File: src/rtl/ttl_counter_ud_sync.sv
// Synchronous up/down counter with programmable modulus, sync clear, parallel load and cascade outputs.
// Define TTL_CNT_RCK_EN to add the 74191-style ripple clock output RCK_bar.
module ttl_counter_ud_sync #(
    parameter int WIDTH   = 4,
    parameter int MODULUS = 16
) (
    input  logic             Clk,
    input  logic             Clear_bar,
    input  logic             Cen,
    input  logic             Sclr_bar,
    input  logic             Load_bar,
    input  logic             ENT,
    input  logic             ENP,
    input  logic             U_D,
    input  logic [WIDTH-1:0] D,
    output logic [WIDTH-1:0] Q,
    output logic             RCO,
`ifdef TTL_CNT_RCK_EN
    output logic             RCK_bar,
`endif
    output logic             MAX_MIN
);

    if (MODULUS < 2 || MODULUS > (2 ** WIDTH)) begin : g_bad_modulus
        $error("ttl_counter_ud_sync: MODULUS must lie in 2..2**WIDTH");
    end

    localparam logic [WIDTH-1:0] MAX_Q = WIDTH'(MODULUS - 1);

    logic last_cen;
    logic count_event;
    logic tc;

    // last_cen resets high so a Cen held high across reset release is not an edge.
    assign count_event = Cen & ~last_cen;
    assign tc          = U_D ? (Q == MAX_Q) : (Q == '0);
    assign MAX_MIN     = tc;
    assign RCO         = ENT & tc;

    always_ff @(posedge Clk or negedge Clear_bar) begin
        if (!Clear_bar) begin
            Q        <= '0;
            last_cen <= 1'b1;
        end else begin
            last_cen <= Cen;
            if (count_event) begin
                if (!Sclr_bar) begin
                    Q <= '0;
                end else if (!Load_bar) begin
                    Q <= D;
                end else if (ENT && ENP) begin
                    if (U_D) begin
                        // Out-of-range values fold back to zero on the next up count.
                        Q <= (Q >= MAX_Q) ? '0 : Q + 1'b1;
                    end else begin
                        Q <= (Q == '0) ? MAX_Q : Q - 1'b1;
                    end
                end
            end
        end
    end

`ifdef TTL_CNT_RCK_EN
    // One-cycle low pulse following a Cen falling edge seen at terminal count.
    always_ff @(posedge Clk or negedge Clear_bar) begin
        if (!Clear_bar) begin
            RCK_bar <= 1'b1;
        end else begin
            RCK_bar <= ~(~Cen & last_cen & ENT & tc);
        end
    end
`endif

endmodule

File: config.mk
export PLATFORM = sky130hd
export DESIGN_NAME = ttl_counter_ud_sync
export DESIGN_NICKNAME = d
export VERILOG_FILES = /design/src/rtl/ttl_counter_ud_sync.sv
export SDC_FILE = /design/constraint.sdc
export NUM_CORES = 1
export LEC_CHECK = 0
export ABC_AREA = 0
export CORE_AREA = 2 2 39 41
export CTS_CLUSTER_DIAMETER = 80
export DETAILED_ROUTE_END_ITERATION = 8
export DIE_AREA = 0 0 41 43
export PLACE_DENSITY_LB_ADDON = 0.25
export SLEW_MARGIN = 40
export SYNTH_ARGS = -nofsm -noshare
export SYNTH_HDL_FRONTEND = slang
export SYNTH_SLANG_ARGS = --single-unit
File: constraint.sdc
create_clock -name Clk -period 2.3 [get_ports Clk]
set_input_delay 0.46 -clock Clk [delete_from_list [all_inputs] [get_ports Clk]]
set_output_delay 0.46 -clock Clk [all_outputs]
set_load 0.02 [all_outputs]
==> Word level (Yosys, flattened, before mapping) <==
Index checks and enable logic that the tools add are counted.
{ "totals": {"regBits": 5, "latchBits": 0, "ramBits": 0, "rom_bits": 0, "inputBits": 12, "out_inout_bits": 6, "word_cells": 20, "memories": 0} }
{ "op_classes": {"addsub": 2, "multipliers": 0, "div_mod_pow": 0, "n_lt_le_gt_ge": 1, "n_eq_ne": 2, "n_shift": 0, "n_mux": 7, "n_bitwise": 3, "reduce_logical": 3} }
{ "ops": {"columns": ["op", "n"], "rows": [
  ["$mux W4", 6],
  ["$add A4 B1 Y4 const B", 1],
  ["$eq A4 B4 Y1 const B", 1],
  ["$ge A4 B4 Y1 const B", 1],
  ["$logic_not A4 Y1", 1],
  ["$sub A4 B1 Y4 const B", 1],
  ["$ne A3 B2 Y1 const B", 1],
  ["$and A1 B1 Y1", 2],
  ["$reduce_and A2 Y1", 1],
  ["$logic_and A1 B1 Y1", 1],
  ["$mux W1", 1],
  ["$not A1 Y1", 1]
]} }

==> Depth between registers and ports, before layout <==
{ "depth": {"depth_word": 6, "ltp_mapped": 6, "mapped_depth_nobuf": 6} }

==> Worst setup path after synthesis <==
Ideal clock, no wire load.
{ "synth_timing": {"path_kind": "register to output", "from": "reg Q[0]", "to": "out RCO", "arrival_ns": 1.600, "slack_ns": 0.240, "path_stages_with_launch": 6, "cell_sequence": "dfrtp_1 > inv_1 > ha_1 > nor2b_1 > a2bb2o_1 > and2_1"} }
{ "synth_between": {"elab_chain_cells": 3, "word_cells_on_any_way": 4} }
{ "synth_rtl": {"columns": ["item", "line", "text"], "rows": [
  ["start: declaration", "16", "output logic [WIDTH-1:0] Q,"],
  ["start signal: assignment", "54", "Q <= (Q >= MAX_Q) ? '0 : Q + 1'b1;"],
  ["start signal: assignment", "56", "Q <= (Q == '0) ? MAX_Q : Q - 1'b1;"],
  ["$eq A4 B4 Y1 or $logic_not A4 Y1 (tied branches)", "36", "assign tc = U_D ? (Q == MAX_Q) : (Q == '0);"],
  ["$mux W1 (*)", "36", null],
  ["named net MAX_MIN", "21", "output logic MAX_MIN"],
  ["$and A1 B1 Y1 (*)", "38", "assign RCO = ENT & tc;"],
  ["end: declaration", "17", "output logic RCO,"]
]} }
The timed path passes the listed nets; every way through them passes the cells marked *.

==> Worst setup path in the final report <==
{ "layout_timing": {"from": "reg Q[0]", "to": "out MAX_MIN"} }
{ "layout_between": {"elab_chain_cells": 2, "word_cells_on_any_way": 3} }
{ "layout_rtl": {"columns": ["item", "line"], "rows": [
  ["$eq A4 B4 Y1 or $logic_not A4 Y1 (tied branches)", "36"],
  ["$mux W1 (*)", "36"],
  ["end: declaration", "21"]
]} }
Every way passes the cells marked *; elsewhere a longest branch is shown, timed or not.

==> flow_summary.json <==
{
  "synth_area_leader_cell": "dfrtp_1",
  "synth_seq_area_share_pct": 31.2,
  "overflow": 0,
  "synth_area_um2": 405,
  "p_leak_nw": 0.286,
  "post-place-ws_ps": -173,
  "htreeDepth": 1,
  "clk_path_buf_depth": 2,
  "post-route-period-util_pct": 92.3,
  "grt_usage_pct": 12.8,
  "synth_warnings": 0,
  "grt_max_degree": 10,
  "timing.rr.end": "Q[2]",
  "dieArea_um2": 1760,
  "viasPerCell": 4.84,
  "fillers": 143,
  "fin_skew_ps": 2.08,
  "crit_cells": 5,
  "synthCells": 48,
  "synth-seq-cells": 5,
  "critical_path.endpoint_type": "primary output",
  "max_stage_delay_ps": 390,
  "grt_setup_unrepaired": "no",
  "die_h_um": 43,
  "hpwl_um": 783,
  "layout_setup_ws_ps": 178,
  "routed_wl_um": 954,
  "worstPathMaxFanout": 4,
  "area_growth_pct": 61.7,
  "max_slew_margin_pct": 74.0,
  "grt_pass1_vias": 387,
  "avgSynthCellArea_um2": 8.45,
  "period_needed_ps": 2120,
  "synth_common_cells": "nand2_1 (7), dfrtp_1 (4), ha_1 (3), inv_1 (3), nor2_1 (3)",
  "antenna_found_initial": 0,
  "pwr_density_cell_nw_per_um2": 616,
  "multi_input_area_um2": 259,
  "place.gp.congestion": 0.716,
  "cts.sinks": 5,
  "root_buffer": "clkbuf_4",
  "core_area_um2": 1380,
  "r2r-start": "Q[0]",
  "ff2ff_setup_slack_ps": 780,
  "drt_iter0_markers": 2,
  "ios": 18,
  "fmax_ghz": 0.471,
  "finalNonFillerCells": 90,
  "required_ps": 1840,
  "async_flop_share_pct": 100,
  "diodes": 0,
  "postCtsHoldBufs": 0,
  "cts_tree": "done",
  "synth-edff-count": 0,
  "numCtsBuffers": 3,
  "critPathArrivalTime_ps": 1660,
  "drive_gt1_share_pct": 20.3,
  "grt_first_pass_wirelength_um": 1550,
  "postRouteAntennaNets": 0,
  "insertion_delay_ps": 240,
  "path_clk_slew_ps": 40,
  "setup_violations": 0,
  "wl_per_cell_um": 10.6,
  "cp_top_family": "flip-flops",
  "die_w_um": 41,
  "final-hold-violation-count": 0,
  "regArea_um2": 126,
  "firstDrtPassIters": 4,
  "vdd_ir_drop_max_v": 0.000343,
  "finalMaxSlewViolations": 0,
  "synth_most_common_cell": "nand2_1",
  "crit_path_start_kind": "register",
  "post-route-drc-count": 0,
  "max_slew.worst_pin.slew_ps": 385,
  "path_buf_inv": 2,
  "yosysUniqueCellTypes": 27,
  "port_buffers": 17,
  "dr_total_vias": 436,
  "holdCritPathClass": "input port to async pin",
  "path_class": "register to primary output",
  "fp-row-count": 14,
  "status": "complete, no violations",
  "dp_cells": 85,
  "synth_top_area_share_pct": 24.7,
  "synthesis.nets": 63,
  "cp-endpoint": "MAX_MIN",
  "ys_top_cells_by_area": "dfrtp_1 (25%), ha_1 (9.3%), dfstp_2 (6.5%)",
  "start_util_pct": 29.3,
  "drv_cap": 0,
  "nets": 90,
  "path_cells": "inv_1, ha_1, nor2b_1, a2bb2o_1, dlygate4sd2_1",
  "synth-main-ff-cell": "dfrtp_1",
  "r2r_cells": 6,
  "startpoint": "Q[0]",
  "crit_path_top_delay_cell": "dfrtp_1"
}
sequential cells by signal (all words and copies together), names as in the netlist:
signal,count
Q,4
last_cen,1
worst min-delay path by stage:
stage / endpoint / slack, ps / cells after the start
3_5_place_dp: Q[1] / 540 / 2
3_3_place_gp: Q[1] / 530 / 2
6_report: Q[2] / 450 / 1
2_1_floorplan: Q[0] / 160 / 0
5_1_grt: Q[0] / 460 / 1
4_1_cts: Q[2] / 460 / 1
cells in the final DEF (no fill, tap or decap), types with 2 or more instances in the layout:
| cell type | synthesis | final |
|---|---|---|
| a21oi_1 | 2 | 2 |
| a22o_1 | 2 | 2 |
| buf_4 | 0 | 6 |
| clkbuf_4 | 0 | 3 |
| clkdlybuf4s50_1 | 0 | 15 |
| dfrtp_1 | 4 | 4 |
| ha_1 | 3 | 3 |
| inv_1 | 3 | 3 |
| mux2_2 | 2 | 2 |
| nand2_1 | 7 | 7 |
| nor2_1 | 3 | 3 |
| nor2b_1 | 2 | 2 |
| o21ai_0 | 2 | 2 |
| o21ai_1 | 2 | 2 |
cell type report:
| type | instances | share of cell area, % |
|---|---|---|
| multi-input cells | 38 | 39.5 |
| clock buffers | 4 | 4.01 |
| inverters | 4 | 2.29 |
| well taps | 16 | 3.05 |
| flip-flops and latches | 5 | 19.3 |
| repair buffers | 23 | 31.9 |
what timing repair did:
action / 4_1_cts / 5_1_grt
buffers inserted: 0 / 1
endpoints found under the hold margin: 0 / 0
endpoints found under the setup margin: 2 / 1
gates resized for setup: 2 / 2
power by group:
part           total [W]  internal, W  switching [W]
Combinational   0.000185     0.000103      0.0000821
Clock          0.0000985    0.0000654      0.0000331
Sequential      0.000121     0.000102      0.0000189
routing by layer:
layer / vias up / global-route usage (%) / wire length, um
li1: 227 / - / -
met1: 199 / 15.9 / 406
met2: 10 / 20.6 / 510
met3: 0 / 4.71 / 36
met4: 0 / 2.00 / 0
met5: - / 0 / 0
worst reg2reg max path: cells and delay by family, from the launching register on:
family | cells | cell delay, ps
adder cells (fa/ha/maj) | 1 | 170
AO/OA/AOI/OAI | 2 | 570
flip-flops | 1 | 400
AND/OR/NAND/NOR | 2 | 230
buffers and inverters | 1 | 90
kinds of logic (layout without fill, tap and decap cells):
kind of cell	count (synthesis)	in the layout	share of synthesized area (%)
AO/OA/AOI/OAI	14	14	25.3
XOR/XNOR	1	1	2.16
adder cells (fa/ha/maj)	3	3	9.26
buffers and inverters	5	31	4.94
flip-flops	5	5	31.2
multiplexers	2	2	5.56
AND/OR/NAND/NOR	18	18	21.6
per-stage QoR:
| stage | hold slack (ps) | cell area, um^2 | utilization [%] | power (W) | setup TNS (ps) |
|---|---|---|---|---|---|
| CTS | 459 | 652 | 47.1 | 0.000405 | 0 |
| global placement | 531 | 628 | 45.4 | 0.000304 | -190 |
| finish | 447 | 656 | 47.4 | 0.000404 | 0 |
| global route | 456 | 656 | 47.4 | 0.000441 | 0 |
| floorplan | 164 | 405 | - | 0.000218 | 0 |
| detailed placement | 542 | 628 | 45.4 | 0.000306 | -238 |
No activity file was read; power rests on OpenSTA's default activity.
